### config.mk
export PLATFORM = sky130hd
export DESIGN_NAME = reflet_vga_fill_flat
export DESIGN_NICKNAME = d
export VERILOG_FILES = /design/src/rtl/reflet_vga_fill_if.sv /design/src/rtl/reflet_vga_fill.sv /design/src/flat_wrapper.sv
export SDC_FILE = /design/constraint.sdc
export NUM_CORES = 1
export LEC_CHECK = 0
export ABC_AREA = 1
export BUFFER_PORTS_ARGS = -buffer_cell sky130_fd_sc_hd__buf_2
export CELL_PAD_IN_SITES_DETAIL_PLACEMENT = 0
export CELL_PAD_IN_SITES_GLOBAL_PLACEMENT = 1
export CORE_MARGIN = 2
export CORE_UTILIZATION = 40
export DETAILED_ROUTE_END_ITERATION = 12
export PLACE_DENSITY = 0.95
export SYNTH_ARGS = -nofsm -noshare
export SYNTH_HDL_FRONTEND = slang
export SYNTH_SLANG_ARGS = --single-unit
### constraint.sdc
create_clock -name clk -period 2.8 [get_ports clk]
set_input_delay 0.28 -clock clk [delete_from_list [all_inputs] [get_ports clk]]
set_output_delay 0.28 -clock clk [all_outputs]
set_load 0.01 [all_outputs]
### src/rtl/reflet_vga_fill_if.sv
// Bundle of host write channel, fill command and framebuffer write port
// shared between the fill scheduler and its environment.
interface reflet_vga_fill_if #(
  parameter int unsigned color_depth = 2,
  parameter int unsigned h_bits      = 7,
  parameter int unsigned v_bits      = 6
);
  logic                   host_write_en;
  logic [h_bits-1:0]      host_h;
  logic [v_bits-1:0]      host_v;
  logic [color_depth-1:0] host_R;
  logic [color_depth-1:0] host_G;
  logic [color_depth-1:0] host_B;

  logic                   fill_start;
  logic [h_bits-1:0]      fill_h0;
  logic [h_bits-1:0]      fill_h1;
  logic [v_bits-1:0]      fill_v0;
  logic [v_bits-1:0]      fill_v1;
  logic [color_depth-1:0] fill_R;
  logic [color_depth-1:0] fill_G;
  logic [color_depth-1:0] fill_B;
  logic                   fill_abort;

  logic                   busy;
  logic                   done;
  logic                   write_en;
  logic [h_bits-1:0]      h_pixel;
  logic [v_bits-1:0]      v_pixel;
  logic [color_depth-1:0] R_out;
  logic [color_depth-1:0] G_out;
  logic [color_depth-1:0] B_out;

  modport master (
    output host_write_en, host_h, host_v, host_R, host_G, host_B,
    output fill_start, fill_h0, fill_h1, fill_v0, fill_v1, fill_R, fill_G, fill_B, fill_abort,
    input  busy, done, write_en, h_pixel, v_pixel, R_out, G_out, B_out
  );

  modport slave (
    input  host_write_en, host_h, host_v, host_R, host_G, host_B,
    input  fill_start, fill_h0, fill_h1, fill_v0, fill_v1, fill_R, fill_G, fill_B, fill_abort,
    output busy, done, write_en, h_pixel, v_pixel, R_out, G_out, B_out
  );
endinterface

### src/rtl/reflet_vga_fill.sv
// Framebuffer write-port scheduler: host writes take priority over a
// row-major rectangle fill engine that emits one pixel per free cycle.
module reflet_vga_fill #(
  parameter int unsigned color_depth = 2,
  parameter int unsigned h_bits      = 7,
  parameter int unsigned v_bits      = 6
) (
  input  logic             clk,
  input  logic             reset,
  reflet_vga_fill_if.slave bus
);

  typedef enum logic [0:0] {StIdle, StFill} state_e;

  state_e                 state_q, state_d;
  logic [h_bits-1:0]      h0_q, h0_d, h1_q, h1_d, cur_h_q, cur_h_d;
  logic [v_bits-1:0]      v0_q, v0_d, v1_q, v1_d, cur_v_q, cur_v_d;
  logic [color_depth-1:0] fr_q, fr_d, fg_q, fg_d, fb_q, fb_d;

  logic                   write_en_q, write_en_d;
  logic                   busy_q, busy_d;
  logic                   done_q, done_d;
  logic [h_bits-1:0]      h_pixel_q, h_pixel_d;
  logic [v_bits-1:0]      v_pixel_q, v_pixel_d;
  logic [color_depth-1:0] r_q, r_d, g_q, g_d, b_q, b_d;

  always_comb begin
    state_d    = state_q;
    h0_d       = h0_q;
    h1_d       = h1_q;
    v0_d       = v0_q;
    v1_d       = v1_q;
    cur_h_d    = cur_h_q;
    cur_v_d    = cur_v_q;
    fr_d       = fr_q;
    fg_d       = fg_q;
    fb_d       = fb_q;
    write_en_d = 1'b0;
    done_d     = 1'b0;
    busy_d     = busy_q;
    h_pixel_d  = h_pixel_q;
    v_pixel_d  = v_pixel_q;
    r_d        = r_q;
    g_d        = g_q;
    b_d        = b_q;

    // Host traffic is forwarded in every state, abort cycles included.
    if (bus.host_write_en) begin
      write_en_d = 1'b1;
      h_pixel_d  = bus.host_h;
      v_pixel_d  = bus.host_v;
      r_d        = bus.host_R;
      g_d        = bus.host_G;
      b_d        = bus.host_B;
    end

    unique case (state_q)
      StIdle: begin
        if (bus.fill_start) begin
          h0_d    = bus.fill_h0;
          h1_d    = bus.fill_h1;
          v0_d    = bus.fill_v0;
          v1_d    = bus.fill_v1;
          fr_d    = bus.fill_R;
          fg_d    = bus.fill_G;
          fb_d    = bus.fill_B;
          cur_h_d = bus.fill_h0;
          cur_v_d = bus.fill_v0;
          if ((bus.fill_h1 < bus.fill_h0) || (bus.fill_v1 < bus.fill_v0)) begin
            done_d = 1'b1;
          end else begin
            state_d = StFill;
            busy_d  = 1'b1;
          end
        end
      end
      StFill: begin
        if (bus.fill_abort) begin
          state_d = StIdle;
          busy_d  = 1'b0;
        end else if (!bus.host_write_en) begin
          write_en_d = 1'b1;
          h_pixel_d  = cur_h_q;
          v_pixel_d  = cur_v_q;
          r_d        = fr_q;
          g_d        = fg_q;
          b_d        = fb_q;
          // Equality-only compares keep the cursor from ever passing the last pixel.
          if ((cur_h_q == h1_q) && (cur_v_q == v1_q)) begin
            state_d = StIdle;
            busy_d  = 1'b0;
            done_d  = 1'b1;
          end else if (cur_h_q == h1_q) begin
            cur_h_d = h0_q;
            cur_v_d = cur_v_q + 1'b1;
          end else begin
            cur_h_d = cur_h_q + 1'b1;
          end
        end
      end
      default: state_d = StIdle;
    endcase
  end

  always_ff @(posedge clk) begin
    if (reset) begin
      state_q    <= StIdle;
      h0_q       <= '0;
      h1_q       <= '0;
      v0_q       <= '0;
      v1_q       <= '0;
      cur_h_q    <= '0;
      cur_v_q    <= '0;
      fr_q       <= '0;
      fg_q       <= '0;
      fb_q       <= '0;
      write_en_q <= 1'b0;
      busy_q     <= 1'b0;
      done_q     <= 1'b0;
      h_pixel_q  <= '0;
      v_pixel_q  <= '0;
      r_q        <= '0;
      g_q        <= '0;
      b_q        <= '0;
    end else begin
      state_q    <= state_d;
      h0_q       <= h0_d;
      h1_q       <= h1_d;
      v0_q       <= v0_d;
      v1_q       <= v1_d;
      cur_h_q    <= cur_h_d;
      cur_v_q    <= cur_v_d;
      fr_q       <= fr_d;
      fg_q       <= fg_d;
      fb_q       <= fb_d;
      write_en_q <= write_en_d;
      busy_q     <= busy_d;
      done_q     <= done_d;
      h_pixel_q  <= h_pixel_d;
      v_pixel_q  <= v_pixel_d;
      r_q        <= r_d;
      g_q        <= g_d;
      b_q        <= b_d;
    end
  end

  assign bus.busy     = busy_q;
  assign bus.done     = done_q;
  assign bus.write_en = write_en_q;
  assign bus.h_pixel  = h_pixel_q;
  assign bus.v_pixel  = v_pixel_q;
  assign bus.R_out    = r_q;
  assign bus.G_out    = g_q;
  assign bus.B_out    = b_q;

endmodule

### src/flat_wrapper.sv
// flat-port wrapper written by rule: the top's interface ports become plain ports
module reflet_vga_fill_flat 
#(
  parameter int unsigned color_depth = 2,
  parameter int unsigned h_bits      = 7,
  parameter int unsigned v_bits      = 6
)
  (clk, reset, bus_host_write_en, bus_host_h, bus_host_v, bus_host_R, bus_host_G, bus_host_B, bus_fill_start, bus_fill_h0, bus_fill_h1, bus_fill_v0, bus_fill_v1, bus_fill_R, bus_fill_G, bus_fill_B, bus_fill_abort, bus_busy, bus_done, bus_write_en, bus_h_pixel, bus_v_pixel, bus_R_out, bus_G_out, bus_B_out);
  reflet_vga_fill_if #(.color_depth(color_depth), .h_bits(h_bits), .v_bits(v_bits)) bus_i ();
  input  logic clk;
  input  logic reset;
  input wire logic [$bits(bus_i.host_write_en)-1:0] bus_host_write_en;
  input wire logic [$bits(bus_i.host_h)-1:0] bus_host_h;
  input wire logic [$bits(bus_i.host_v)-1:0] bus_host_v;
  input wire logic [$bits(bus_i.host_R)-1:0] bus_host_R;
  input wire logic [$bits(bus_i.host_G)-1:0] bus_host_G;
  input wire logic [$bits(bus_i.host_B)-1:0] bus_host_B;
  input wire logic [$bits(bus_i.fill_start)-1:0] bus_fill_start;
  input wire logic [$bits(bus_i.fill_h0)-1:0] bus_fill_h0;
  input wire logic [$bits(bus_i.fill_h1)-1:0] bus_fill_h1;
  input wire logic [$bits(bus_i.fill_v0)-1:0] bus_fill_v0;
  input wire logic [$bits(bus_i.fill_v1)-1:0] bus_fill_v1;
  input wire logic [$bits(bus_i.fill_R)-1:0] bus_fill_R;
  input wire logic [$bits(bus_i.fill_G)-1:0] bus_fill_G;
  input wire logic [$bits(bus_i.fill_B)-1:0] bus_fill_B;
  input wire logic [$bits(bus_i.fill_abort)-1:0] bus_fill_abort;
  output wire logic [$bits(bus_i.busy)-1:0] bus_busy;
  output wire logic [$bits(bus_i.done)-1:0] bus_done;
  output wire logic [$bits(bus_i.write_en)-1:0] bus_write_en;
  output wire logic [$bits(bus_i.h_pixel)-1:0] bus_h_pixel;
  output wire logic [$bits(bus_i.v_pixel)-1:0] bus_v_pixel;
  output wire logic [$bits(bus_i.R_out)-1:0] bus_R_out;
  output wire logic [$bits(bus_i.G_out)-1:0] bus_G_out;
  output wire logic [$bits(bus_i.B_out)-1:0] bus_B_out;
  assign bus_i.host_write_en = bus_host_write_en;
  assign bus_i.host_h = bus_host_h;
  assign bus_i.host_v = bus_host_v;
  assign bus_i.host_R = bus_host_R;
  assign bus_i.host_G = bus_host_G;
  assign bus_i.host_B = bus_host_B;
  assign bus_i.fill_start = bus_fill_start;
  assign bus_i.fill_h0 = bus_fill_h0;
  assign bus_i.fill_h1 = bus_fill_h1;
  assign bus_i.fill_v0 = bus_fill_v0;
  assign bus_i.fill_v1 = bus_fill_v1;
  assign bus_i.fill_R = bus_fill_R;
  assign bus_i.fill_G = bus_fill_G;
  assign bus_i.fill_B = bus_fill_B;
  assign bus_i.fill_abort = bus_fill_abort;
  assign bus_busy = bus_i.busy;
  assign bus_done = bus_i.done;
  assign bus_write_en = bus_i.write_en;
  assign bus_h_pixel = bus_i.h_pixel;
  assign bus_v_pixel = bus_i.v_pixel;
  assign bus_R_out = bus_i.R_out;
  assign bus_G_out = bus_i.G_out;
  assign bus_B_out = bus_i.B_out;
  reflet_vga_fill #(.color_depth(color_depth), .h_bits(h_bits), .v_bits(v_bits)) u_core (.clk(clk), .reset(reset), .bus(bus_i));
endmodule
### Yosys cells after proc, flatten, opt, wreduce, memory -nomap -nowiden

Cells that the tools add are included.

| word-level totals | value |
|---|---|
| bits in registers | 62 |
| input bits | 56 |
| output and inout bits | 22 |
| word-level logic and storage cells | 92 |

| cells by class | value |
|---|---|
| add/sub/neg operators | 2 |
| magnitude comparators | 2 |
| eq/ne operators | 10 |
| multiplexer cells | 54 |
| bitwise gates (word level) | 1 |
| reductions and logical operators | 6 |

Operators with widths:

| kind | number |
|---|---|
| two-way mux 7 bit | 9 |
| two-way mux 6 bit | 9 |
| two-way mux 2 bit | 12 |
| two-way mux 1 bit | 19 |
| case mux 7 bit (2 select lines) | 1 |
| != test 2 bit (second input constant) | 6 |
| case mux 6 bit (2 select lines) | 1 |
| AND reduction 4 bit | 2 |
| adder 7 x 1 -> 7 bit (second input constant) | 1 |
| == test 7 bit | 1 |
| less-than comparator 7 bit | 1 |
| adder 6 x 1 -> 6 bit (second input constant) | 1 |
| == test 6 bit | 1 |
| less-than comparator 6 bit | 1 |
| != test 3 bit (second input constant) | 2 |
| case mux 1 bit (2 select lines) | 3 |
| AND reduction 5 bit | 1 |
| AND reduction 2 bit | 1 |
| logical AND 1 bit | 1 |
| logical OR 1 bit | 1 |
| NOT 1 bit | 1 |

### Logic depth before layout (Yosys ltp)

Gate-level depths: netlist of the first run.

| logic depth | value |
|---|---|
| depth in word-level cells | 6 |
| depth in mapped cells | 13 |
| mapped depth without buffers | 12 |

### Least setup slack after synthesis of the first run

OpenSTA, ideal clock, no wires.

| timing path | value |
|---|---|
| path kind | reg2reg |
| from | register u_core.cur_h_q[4] |
| to | register u_core.cur_h_q[6] |
| library setup time | 0.112 ns |
| arrival time | 1.352 ns |
| data required time | 2.688 ns |
| setup slack | 1.336 ns |
| stages on the path, launching flop included | 10 |
| buffers on the path | 1 |
| period minus slack after synthesis | 1.464 ns |
| cells stage by stage | dfxtp_1 > xnor2_1 > nand3_1 > nor2_8 > nand3_4 > nand2_2 > buf_6 > nand2_1 > nand2_1 > nor2_1 |

| on the way | value |
|---|---|
| word-level cells in the longest chain between the ends | 6 |
| elaborated cells between the ends (all ways) | 10 |
| those cells by class | add/sub: 1; eq/ne: 2; mux: 5; reduce/logical: 2 |

RTL lines:

| element | line | text |
|---|---|---|
| start, declared | reflet_vga_fill.sv:16 | `logic [h_bits-1:0] h0_q, h0_d, h1_q, h1_d, cur_h_q, cur_h_d;` |
| start signal, assigned | reflet_vga_fill.sv:131 | `cur_h_q <= cur_h_d;` |
| adder 7 x 1 -> 7 bit or == test 7 bit (tied branches) | reflet_vga_fill.sv:97, reflet_vga_fill.sv:89, reflet_vga_fill.sv:93 |  |
| two-way mux 7 bit | reflet_vga_fill.sv:93 | `end else if (cur_h_q == h1_q) begin` |
| two-way mux 7 bit | reflet_vga_fill.sv:89 | `if ((cur_h_q == h1_q) && (cur_v_q == v1_q)) begin` |
| two-way mux 7 bit | reflet_vga_fill.sv:81 | `end else if (!bus.host_write_en) begin` |
| two-way mux 7 bit | reflet_vga_fill.sv:78 | `if (bus.fill_abort) begin` |
| case mux 7 bit (2 select lines) | reflet_vga_fill.sv:57 | `unique case (state_q)` |

Several ways; a longest one is shown, not always the timed one. The select of a mux whose other input is x is not followed.
A chain may end at the register's enable or synchronous reset.

### Worst setup path after layout of the first run

| timing path | value |
|---|---|
| from | register u_core.state_q |
| to | register u_core.h0_q[6] |

| on the way | value |
|---|---|
| word-level cells in the longest chain between the ends | 2 |

RTL lines:

| element | line | text |
|---|---|---|
| start, declared | reflet_vga_fill.sv:15 | `state_e state_q, state_d;` |
| start signal, assigned | reflet_vga_fill.sv:107 | `state_q <= StIdle;` |
| start signal, assigned | reflet_vga_fill.sv:126 | `state_q <= state_d;` |
| NOT 1 bit | -- |  |
| AND reduction 2 bit (no source line) | -- |  |
| end signal, assigned | reflet_vga_fill.sv:108 | `h0_q <= '0;` |
| end signal, assigned | reflet_vga_fill.sv:127 | `h0_q <= h0_d;` |
| end, declared | reflet_vga_fill.sv:16 |  |

No other way between the ends.

==> results.md, run 1 <==
* Outcome: completed
* Synth warnings at 0
* Clock power share at 36.0%
* Gp weighted congestion at 0.843
* R2r startpoint: u_core.state_q$_SDFF_PP0_
* Hold_buf cts at 0
* Peak supply drop at 0.210 mV
* Worst r2r dst: u_core.h0_q[6]$_SDFFE_PP0P_
* Syn nets at 562
* Syn Inst Count at 493
* Post-synthesis mux area share at 0%
* FF-to-FF path depth at 6
* CTS tree: yes
* CTS H-tree depth at 3
* Worst path depth at 6
* Worst Setup Start Kind: flop
* Synthesized cell area at 0.00329 sq mm
* Tmin final at 1920 ps
* Reg-to-reg setup timing slack at 880 ps
* Cell family with most CP delay: buffers and inverters
* I/O pin count at 78
* Final Max Slew Viols at 0
* Min-Delay Path Depth at 3
* DR WL/cell at 12.6 um
* Tcrit/Tclk final at 68.4%
* HPWL after DPL at 6320 um
* Drc violations at 0
* Core area at 0.00809 sq mm
* Port Buffers at 77
* Layout cell share with drive strength beyond 1 at 18.9%
* Crit path capture type: flop
* Final hold violations at 0
* CTS root buffer: clkbuf_8
* # diodes at 0
* Commonest cells post-synth: nand2_1 (129), nor2_1 (80), dfxtp_1 (62), inv_1 (58), o21ai_0 (39)
* Area Growth Syn to Fin at 20.1%
* Fin util at 48.9%
* Hold crit path type: input pin to flop
* Post-synthesis simple-gate area fraction at 31.0%
* 1st-iter DRT viols at 222
* Setup CP Type: flop to flop
* Post-synth top area share at 37.7%
* Initial Util at 40.7%
* Hold path start: bus_fill_G[1]
* Net Sw Power at 0.669 mW
* Crit path DAT at 2160 ps
* # rows at 33
* Sequential area share after synthesis at 37.7%
* Most frequent cell after synthesis: nand2_1
* Setup_tns at 0 ps
* Adder-Cell Fraction of Synth Area at 4.94%
* EDFF count, synth at 0
* Antenna-violating nets left at 0
* Clock sink total at 62
* Vias/cell at 4.81
* First-pass GRT wire length at 14,200 um
* Pre-CTS setup slack at 822 ps
* Worst-case clock buffer depth at 2
* Seq pwr share at 44.7%
* Total of max-cap violations at 0
* Clk slew on worst S/H paths at 70 ps
* Die area at 0.00897 sq mm
* RSZ-0062 raised after global routing: false
* Synth Area in Compound Gates at 13.8%
* Die Y at 94.7 um
* Primary FF master, synth: dfxtp_1
* CP bufs+invs at 3
* Main combinational cell family by area after synthesis: simple AND/OR/NAND/NOR gates
* Clock latency on the worst-skew pair at 330 ps
* Final Setup Violations at 0
* # fillers at 861
* Xor and xnor area share after synthesis at 2.66%
* Die X at 94.7 um
* Avg Inst Size Synth at 6.68 sq um
* Post-synth ARST share at 0%
* CTS resizes at 0
* TritonCTS Buffers at 9
* Worst-margin pin slew at 536 ps
* Largest net degree at the start of global routing at 57
* #FFs+latches synth at 62
* Overflow left after global routing at 0
* Initial antenna violation count at 0
* Synth unique cells at 30
* Synth area leader: dfxtp_1
* Slowest stage cell, crit path: inv_1
* Nets at 636
* Crit-path max FO at 17
* Total number of vias at 3,258
* Combinational power share at 19.4%
* Area contributors post-synth: dfxtp_1 (38%), nand2_1 (15%), nor2_1 (9.1%)
* Total GRT Usage at 20.2%
* Setup Buffers After CTS at 0
* Setup Skew at 9.24 ps
* Slew headroom at 64.3%
* Initial DRT Pass Iterations at 6
* WHS Endpoint: u_core.fg_q[1]$_SDFFE_PP0P_
* Final Worst Setup Slack at 885 ps
* Max Freq at 522 MHz
* Pwr Total at 2.25 mW
* Switching part of the total at 29.7%
* Drt total wl at 8530 um
* Number of global-route vias before repair at 3,027
* WP data required at 3040 ps
* Cell internal pwr at 1.58 mW
* Power density cells at 569 mW/mm^2
* Worst path max stage delay at 430 ps
* Leakage at 2.03 nW
* Worst path cell trace: inv_2, nand2_1, inv_1, buf_4, nor2_1, a211oi_1
## worst reg2reg max path: stages, from the launching register on
cell	delay, ps
dfxtp_1	320
inv_2	230
nand2_1	380
inv_1	430
buf_4	250
nor2_1	50
a211oi_1	160
## worst max-delay path by stage
stage	from	to	slack (ps)
3_5_place_dp	bus_host_write_en	u_core.cur_v_q[3]$_SDFFE_PP0P_	820
2_1_floorplan	u_core.cur_h_q[4]$_SDFFE_PP0P_	u_core.cur_h_q[6]$_SDFFE_PP0P_	1340
4_1_cts	u_core.state_q$_SDFF_PP0_	u_core.h0_q[6]$_SDFFE_PP0P_	880
6_report	u_core.state_q$_SDFF_PP0_	u_core.h0_q[6]$_SDFFE_PP0P_	880
5_1_grt	u_core.state_q$_SDFF_PP0_	u_core.cur_v_q[3]$_SDFFE_PP0P_	650
3_3_place_gp	bus_host_write_en	u_core.cur_v_q[0]$_SDFFE_PP0P_	930
## cells in the final DEF (no fill, tap or decap), drive strengths merged, types with 2 or more instances in the layout
master  count
xor2        4
xnor2       6
nor2       84
o211ai      4
nand3      23
clkbuf     13
a211oi     11
inv        61
dfxtp      62
ha         13
nor3        3
buf        82
nand2     132
a21oi      21
clkinv      2
o221ai      3
nand4       3
o21ai      39
## kinds of logic (layout without fill, tap and decap cells)
kind of cell | count (synthesis) | after routing
and+or+nand+nor | 247 | 247
adders and majority gates | 13 | 13
buffers and inverters | 81 | 160
DFF | 62 | 62
AOI/OAI and AO/OA | 80 | 80
xor gates and xnor gates | 10 | 10
## power groups by stage
stage	clock network [mW]	logic [mW]	registers (mW)
after detailed placement	0	0.435	1.02
after global placement	0	0.426	1.02
after CTS	0.819	0.438	1.01
after global routing	0.857	0.503	1.01
final	0.810	0.436	1.01
after floorplan	0	0.294	1.02
## flip-flops by register name, indices dropped and copies added (netlist names)
register,count
u_core.bus.busy,1
u_core.bus.done,1
u_core.v1_q,6
u_core.bus.G_out,2
u_core.h0_q,7
u_core.bus.write_en,1
u_core.fr_q,2
u_core.cur_v_q,6
u_core.fg_q,2
u_core.cur_h_q,7
u_core.bus.B_out,2
u_core.bus.v_pixel,6
u_core.state_q,1
u_core.bus.h_pixel,7
u_core.fb_q,2
u_core.bus.R_out,2
u_core.h1_q,7
## layer usage
layer  GRT usage, %  up-vias  routed length, um
met4           6.88        0                104
met3           2.87        8                499
met5              0        -                  0
li1               -     1707                  -
met2           31.4       89               3690
met1           28.6     1454               4240
## per-stage QoR
step	std cells	hold WS (ps)	instance area (sq um)
2_1_floorplan	493	349	3290
3_3_place_gp	661	451	3750
3_5_place_dp	661	459	3750
4_1_cts	677	204	3960
5_1_grt	677	231	3960
6_report	677	211	3960
## final cells by class
class                           instances  area [sq um]  area share [%]
Clock buffer                           13           159            4.02
Multi-Input combinational cell        350          1730            43.6
Clock inverter                          3          42.5            1.08
Inverter                               62           233            5.88
Tap cell                              105           131            3.32
Sequential cell                        62          1240            31.4
Timing Repair Buffer                   82           423            10.7
Note: power is estimated with default switching activity, not from simulation.
==> run 2: changes to the inputs <==
--- a/config.mk
+++ b/config.mk
@@ -10,9 +10,9 @@
 export CELL_PAD_IN_SITES_DETAIL_PLACEMENT = 0
 export CELL_PAD_IN_SITES_GLOBAL_PLACEMENT = 1
 export CORE_MARGIN = 2
-export CORE_UTILIZATION = 40
+export CORE_UTILIZATION = 37
 export DETAILED_ROUTE_END_ITERATION = 12
-export PLACE_DENSITY = 0.95
+export PLACE_DENSITY = 0.9
 export SYNTH_ARGS = -nofsm -noshare
 export SYNTH_HDL_FRONTEND = slang
 export SYNTH_SLANG_ARGS = --single-unit
==> constraint.sdc (replaced) <==
create_clock -name clk -period 1.99 [get_ports clk]
set_input_delay 0.199 -clock clk [delete_from_list [all_inputs] [get_ports clk]]
set_output_delay 0.199 -clock clk [all_outputs]
set_load 0.01 [all_outputs]
==> results.md, run 2 (synthesis gave the netlist of run 1 again) <==
* Die area at 0.00967 sq mm (+7.8%)
* Clock sink total at 62 (unchanged)
* Drt total wl at 8600 um (+0.86%)
* R2r startpoint: u_core.cur_h_q[4]$_SDFFE_PP0P_
* Die X at 98.3 um (+3.8%)
* Vias/cell at 4.74 (-1.5%)
* Tmin final at 1690 ps (-226 ps)
* CP bufs+invs at 0 (-3)
* Crit path DAT at 1910 ps (-250 ps)
* Fin util at 46.3% (-2.6 points)
* Layout cell share with drive strength beyond 1 at 19.8% (+0.91 points)
* Switching part of the total at 28.3% (-1.4 points)
* Seq pwr share at 43.1% (-1.6 points)
* Largest net degree at the start of global routing at 39 (-32%)
* RSZ-0062 raised after global routing: false
* Worst-case clock buffer depth at 2 (unchanged)
* Setup Buffers After CTS at 0 (unchanged)
* Die Y at 98.3 um (+3.8%)
* Busiest grt layer: met2
* # rows at 34 (+3.0%)
* DR WL/cell at 12.6 um (-0.18%)
* Area Growth Syn to Fin at 22.0%
* I/O pin count at 78 (unchanged)
* Total of max-cap violations at 0 (unchanged)
* Initial antenna violation count at 0 (unchanged)
* Initial Util at 37.9% (-2.7 points)
* Peak supply drop at 0.309 mV (+47%)
* # diodes at 0 (unchanged)
* Antenna-violating nets left at 0 (unchanged)
* Initial DRT Pass Iterations at 5 (-1)
* Tcrit/Tclk final at 84.9% (+17 points)
* Setup CP Type: flop to flop
* Worst Setup Start Kind: flop
* CTS H-tree depth at 3 (unchanged)
* Slew headroom at 67.7% (+3.4 points)
* Nets at 641 (+0.79%)
* Slowest stage cell, crit path: dfxtp_1
* Final Setup Violations at 0 (unchanged)
* Clock power share at 37.8% (+1.8 points)
* Cell internal pwr at 2.35 mW (+48%)
* Hold path start: bus_fill_B[0]
* Leakage at 2.07 nW (+1.9%)
* Met2 track demand over resource at 27.4% (-4.0 points)
* Met3 Track Usage GR at 3.72% (+0.85 points)
* Net Sw Power at 0.927 mW (+39%)
* WHS Endpoint: u_core.fb_q[0]$_SDFFE_PP0P_
* Port Buffers at 77 (unchanged)
* Min-Delay Path Depth at 3 (unchanged)
* FF-to-FF path depth at 8 (+2)
* Final Max Slew Viols at 0 (unchanged)
* Worst path cell trace: xnor2_1, nand3_1, nor2_8, nand3_4, nand2_2, nand2_1, nand2_1, nor2_1
* CTS tree: yes
* Setup_tns at 0 ps (unchanged)
* Setup Skew at 8.95 ps (-0.292 ps)
* Outcome: completed
* Final hold violations at 0 (unchanged)
* Worst path max stage delay at 430 ps (about the same)
* Number of global-route vias before repair at 3,024 (-0.099%)
* Clock latency on the worst-skew pair at 340 ps (about the same)
* CTS root buffer: clkbuf_8
* Total GRT Usage at 18.4% (-1.8 points)
* Total number of vias at 3,241 (-0.52%)
* Crit path capture type: flop
* TritonCTS Buffers at 9 (unchanged)
* First-pass GRT wire length at 14,500 um (+1.7%)
* Combinational power share at 19.1% (-0.3 points)
* Reg-to-reg setup timing slack at 300 ps (-580 ps)
* Drc violations at 0 (unchanged)
* Gp weighted congestion at 0.833 (-1.2%)
* Commonest non-fill, non-tap cell in the layout: nand2_1
* Clk slew on worst S/H paths at 70 ps (about the same)
* Hold_buf cts at 0 (unchanged)
* Top cell by count, worst path: nand2_1
* Most frequent cells in the layout: nand2_1 (129), nor2_1 (80), buf_2 (77), dfxtp_1 (62), inv_1 (58)
* Cell family with most CP delay: simple AND/OR/NAND/NOR gates
* Max Freq at 592 MHz (+13%)
* Power density cells at 816 mW/mm^2 (+43%)
* GRT met1 Usage at 26.5% (-2.2 points)
* Worst-margin pin slew at 484 ps (-51.4 ps)
* 1st-iter DRT viols at 175 (-21%)
* Overflow left after global routing at 0 (unchanged)
* Core area at 0.00868 sq mm (+7.2%)
* Hold crit path type: input pin to flop
* HPWL after DPL at 6380 um (+0.94%)
* CTS resizes at 0 (unchanged)
* Crit-path max FO at 12 (-5)
* Worst r2r dst: u_core.cur_h_q[6]$_SDFFE_PP0P_
* WP data required at 2210 ps (-830 ps)
-- run 2: cell count changes in the layout (fill, tap and decap cells not counted), sizes merged --
cell	delta
clkinvlp	-1
buf	+5
clkbuf	-2
clkinv	+1
bufinv	+1
-- run 2: worst max-delay path by stage --
stage | slack (ps) | cells past startpoint | endpoint | from
global placement | 360 | 11 | u_core.cur_v_q[2]$_SDFFE_PP0P_ | u_core.cur_h_q[2]$_SDFFE_PP0P_
finish | 300 | 8 | u_core.cur_h_q[6]$_SDFFE_PP0P_ | u_core.cur_h_q[4]$_SDFFE_PP0P_
global route | 60 | 11 | u_core.cur_h_q[2]$_SDFFE_PP0P_ | u_core.cur_h_q[2]$_SDFFE_PP0P_
CTS | 300 | 11 | u_core.cur_h_q[6]$_SDFFE_PP0P_ | u_core.cur_h_q[2]$_SDFFE_PP0P_
floorplan | 530 | 9 | u_core.cur_h_q[6]$_SDFFE_PP0P_ | u_core.cur_h_q[4]$_SDFFE_PP0P_
detailed placement | 310 | 8 | u_core.cur_h_q[6]$_SDFFE_PP0P_ | u_core.cur_h_q[4]$_SDFFE_PP0P_
-- run 2: layout make-up --
cell class,count,area (sq um)
timing repair buffer,87,460
sequential,62,1240
multi-input combinational,350,1730
clock buffer,11,151
clock inverter,4,70.1
fill,913,4660
inverter,62,233
tap,108,135
-- run 2: worst reg2reg max path: stages (launching register included) --
cell and delay [ps]:
dfxtp_1 430, xnor2_1 170, nand3_1 200, nor2_8 240
nand3_4 120, nand2_2 220, nand2_1 100, nand2_1 70
nor2_1 40
-- run 2: power by group through the flow --
| stage | registers [mW] | logic [mW] | clock network, mW |
|---|---|---|---|
| CTS | 1.41 | 0.627 | 1.26 |
| global route | 1.42 | 0.718 | 1.32 |
| detailed placement | 1.44 | 0.622 | 0 |
| global placement | 1.44 | 0.613 | 0 |
| finish | 1.41 | 0.625 | 1.24 |
| floorplan | 1.44 | 0.413 | 0 |
-- run 2: stage by stage --
step | area [sq um] | hold slack (ps) | power (mW) | instances | setup WS (ps)
final | 4020 | 115 | 3.28 | 684 | 301
after global routing | 4020 | 123 | 3.47 | 684 | 57.1
after CTS | 4020 | 102 | 3.30 | 684 | 297
after detailed placement | 3800 | 457 | 2.06 | 669 | 314
after global placement | 3800 | 441 | 2.05 | 669 | 357
after floorplan | 3290 | 268 | 1.85 | 493 | 526
-- run 2: layer usage --
metal	vias up	wire length (um)
met1	1433	4410
li1	1711	-
met5	-	0
met4	0	93
met2	85	3650
met3	12	455
==> run 3: changes to the inputs <==
--- a/config.mk
+++ b/config.mk
@@ -5,14 +5,14 @@
 export SDC_FILE = /design/constraint.sdc
 export NUM_CORES = 1
 export LEC_CHECK = 0
-export ABC_AREA = 1
+export ABC_AREA = 0
 export BUFFER_PORTS_ARGS = -buffer_cell sky130_fd_sc_hd__buf_2
 export CELL_PAD_IN_SITES_DETAIL_PLACEMENT = 0
 export CELL_PAD_IN_SITES_GLOBAL_PLACEMENT = 1
 export CORE_MARGIN = 2
-export CORE_UTILIZATION = 37
+export CORE_UTILIZATION = 34
 export DETAILED_ROUTE_END_ITERATION = 12
-export PLACE_DENSITY = 0.9
+export PLACE_DENSITY = 0.86
 export SYNTH_ARGS = -nofsm -noshare
 export SYNTH_HDL_FRONTEND = slang
 export SYNTH_SLANG_ARGS = --single-unit
==> constraint.sdc (replaced) <==
create_clock -name clk -period 1.5 [get_ports clk]
set_input_delay 0.15 -clock clk [delete_from_list [all_inputs] [get_ports clk]]
set_output_delay 0.15 -clock clk [all_outputs]
set_load 0.01 [all_outputs]
==> results.md, run 3 <==
* Crit-path max FO at 6 (-6)
* Area of the multi-input gates at 0.00188 sq mm (+8.8%)
* Core area at 0.00920 sq mm (+6.0%)
* Post-synth top area share at 38.8% (+1.1 points)
* Hold_buf cts at 0 (unchanged)
* Syn nets at 493 (-12%)
* #FFs+latches synth at 62 (unchanged)
* Avg Inst Size Synth at 7.54 sq um (+13%)
* Final Worst Setup Slack at -280 ps (-581 ps)
* # fillers at 938 (+2.7%)
* Clock latency on the worst-skew pair at 350 ps (about the same)
* Reg area at 0.00125 sq mm (+0.91%)
* WP data required at 1730 ps (-480 ps)
* # diodes at 0 (unchanged)
* Nets at 605 (-5.6%)
* Crit path DAT at 2010 ps (+100 ps)
* Worst-margin pin slew at 401 ps (-83.5 ps)
* Leakage at 1.95 nW (-6.2%)
* Syn Inst Count at 424 (-14%)
* Reg-to-reg setup timing slack at -280 ps (-580 ps)
* Pwr Total at 4.30 mW (+31%)
* Die area at 0.0102 sq mm (+5.4%)
* Synth warnings at 0 (unchanged)
* Synth area leader: dfxtp_1
* Worst path max stage delay at 350 ps (-80 ps)
* Total of max-cap violations at 0 (unchanged)
* Worst r2r dst: u_core.cur_v_q[4]$_SDFFE_PP0P_
* HPWL after DPL at 6380 um (about the same)
* Number of global-route vias before repair at 3,127 (+3.4%)
* Power density cells at 989 mW/mm^2 (+21%)
* Total number of vias at 3,208 (-1.0%)
* Drt total wl at 8600 um (about the same)
* CTS root buffer: clkbuf_8
* Area contributors post-synth: dfxtp_1 (39%), a21oi_1 (13%), nand2_1 (12%)
* Crit path capture type: flop
* R2r startpoint: u_core.h1_q[3]$_SDFFE_PP0P_
* FF-to-FF path depth at 7 (-1)
* Drc violations at 0 (unchanged)
* Slew headroom at 73.3% (+5.6 points)
* Clk slew on worst S/H paths at 80 ps (about the same)
* Worst Setup Start Kind: flop
* Initial DRT Pass Iterations at 5 (unchanged)
* Initial antenna violation count at 0 (unchanged)
* Primary FF master, synth: dfxtp_1
* Clock sink total at 62 (unchanged)
* Tmin final at 1780 ps (+90.7 ps)
* Pre-CTS setup slack at -280 ps (-593 ps)
* Outcome: finished, violations left
* Max Freq at 562 MHz (-5.1%)
* Total GRT Usage at 17.4% (-1.1 points)
* Critical Path End: u_core.cur_v_q[4]$_SDFFE_PP0P_
* Final Setup Violations at 15 (+15)
* Synthesized cell area at 0.00320 sq mm (-2.9%)
* Setup CP Type: flop to flop
* Worst-case clock buffer depth at 2 (unchanged)
* First-pass GRT wire length at 14,100 um (-2.8%)
* Hold crit path type: input pin to flop
* Post-synth ARST share at 0% (unchanged)
* Antenna-violating nets left at 0 (unchanged)
* Final Max Slew Viols at 0 (unchanged)
* Largest net degree at the start of global routing at 63 (+62%)
* Most frequent cell after synthesis: nand2_1
* Die Y at 101 um (+2.7%)
* Sequential area share after synthesis at 38.8% (+1.1 points)
* Tcrit/Tclk final at 119% (+34 points)
* Peak supply drop at 0.474 mV (+53%)
* Setup Skew at 8.72 ps (-0.229 ps)
* I/O pin count at 78 (unchanged)
* Overflow left after global routing at 0 (unchanged)
* Initial Util at 34.8% (-3.2 points)
* Failing checks: setup timing
* DR WL/cell at 13.2 um (+4.9%)
* Port Buffers at 77 (unchanged)
* Worst path cell trace: xor2_2, nor4_4, and2_4, a31o_1, buf_12, mux2i_1, a21oi_1
* CP startpoint: u_core.h1_q[3]$_SDFFE_PP0P_
* RSZ-0062 raised after global routing: true
* TritonCTS Buffers at 9 (unchanged)
* Area Growth Syn to Fin at 35.9%
* EDFF count, synth at 0 (unchanged)
* Most frequent cells in the layout: nand2_1 (99), a21oi_1 (81), buf_2 (77), dfxtp_1 (53), buf_4 (49)
* Layout cell share with drive strength beyond 1 at 32.5% (+13 points)
* Slowest stage cell, crit path: nor4_4
* Commonest non-fill, non-tap cell in the layout: nand2_1
* Die X at 101 um (+2.7%)
* Gp weighted congestion at 0.806 (-3.3%)
* Commonest cells post-synth: nand2_1 (100), a21oi_1 (81), dfxtp_1 (62), nor2_1 (38), clkbuf_1 (19)
* Vias/cell at 4.92 (+3.8%)
* Final hold violations at 0 (unchanged)
* CTS H-tree depth at 3 (unchanged)
* Min-Delay Path Depth at 3 (unchanged)
* Hold Worst Slack at 23.9 ps (-90.6 ps)
* Synth unique cells at 38 (+27%)
* CTS tree: yes
* # rows at 35 (+2.9%)
* 1st-iter DRT viols at 174 (-0.57%)
## run 3: changes by cell type after synthesis, sizes merged, moves of 7 or more
cell,before,now
a21oi,21,82
inv,61,11
nor2,84,38
nand2,132,100
o21ai,39,8
nand3,23,10
mux2i,0,12
clkbuf,14,21
## run 3: cell families after synthesis
group	count (synthesis)	synth area share [%]
multiplexers	14	4.46
AND/OR/NAND/NOR	170	22.7
buffers and inverters	40	5.36
XOR/XNOR	19	5.21
flip-flops	62	38.8
AO/OA/AOI/OAI	106	18.3
adder cells (fa/ha/maj)	13	5.09
## run 3: cell type report
| type | instances | share of cell area [%] |
|---|---|---|
| clock buffers | 10 | 3.17 |
| repair buffers | 130 | 19.0 |
| multi-input cells | 322 | 43.2 |
| clock inverters | 6 | 1.61 |
| flip-flops and latches | 62 | 28.8 |
| well taps | 111 | 3.20 |
| inverters | 11 | 0.951 |
## run 3: timing repair
item                                    in CTS  in global routing
setup buffers                                0                  2
endpoints found under the setup margin      16                 37
resized for setup                           11                 10
pin swaps                                    5                  8
## run 3: worst max-delay path: cells and delay by family (launching register included)
kind | cells | cell delay (ps)
AO/OA/AOI/OAI | 2 | 270
XOR/XNOR | 1 | 180
buffers and inverters | 1 | 130
flip-flops | 1 | 330
multiplexers | 1 | 180
AND/OR/NAND/NOR | 2 | 560
## run 3: worst min-delay path by stage
stage	slack, ps	to	from
finish	20	u_core.bus.G_out[1]$_SDFF_PP0_	bus_host_G[1]
global route	30	u_core.fr_q[0]$_SDFFE_PP0P_	bus_fill_R[0]
CTS	9	u_core.bus.v_pixel[4]$_SDFF_PP0_	bus_host_v[4]
detailed placement	390	u_core.bus.v_pixel[4]$_SDFF_PP0_	bus_host_v[4]
global placement	380	u_core.bus.v_pixel[1]$_SDFF_PP0_	bus_host_v[1]
floorplan	280	u_core.h1_q[1]$_SDFFE_PP0P_	bus_fill_h1[1]
## run 3: routing by layer
| metal | up-vias | track usage, % | part of all wire (%) |
|---|---|---|---|
| met2 | 64 | 29.8 | 50 |
| met1 | 1481 | 21.0 | 44 |
| met4 | 0 | 8.11 | 2.4 |
| met3 | 21 | 2.98 | 3.1 |
| li1 | 1642 | - | - |
| met5 | - | 0 | 0 |
## run 3: power by group
group / switching (mW) / internal, mW / total (mW)
clock: 0.714 / 0.819 / 1.53
sequential: 0.0723 / 1.76 / 1.83
combinational: 0.477 / 0.454 / 0.931
total: 1.26 / 3.03 / 4.30
## run 3: stage by stage
step	area, sq um	util, %	TNS (ps)	cells
4_1_cts	4300	46.7	-2590	650
5_1_grt	4340	47.2	-4150	652
3_3_place_gp	4040	43.9	-2640	634
6_report	4340	47.2	-2910	652
2_1_floorplan	3220	-	-2310	424
3_5_place_dp	4040	43.9	-3090	634
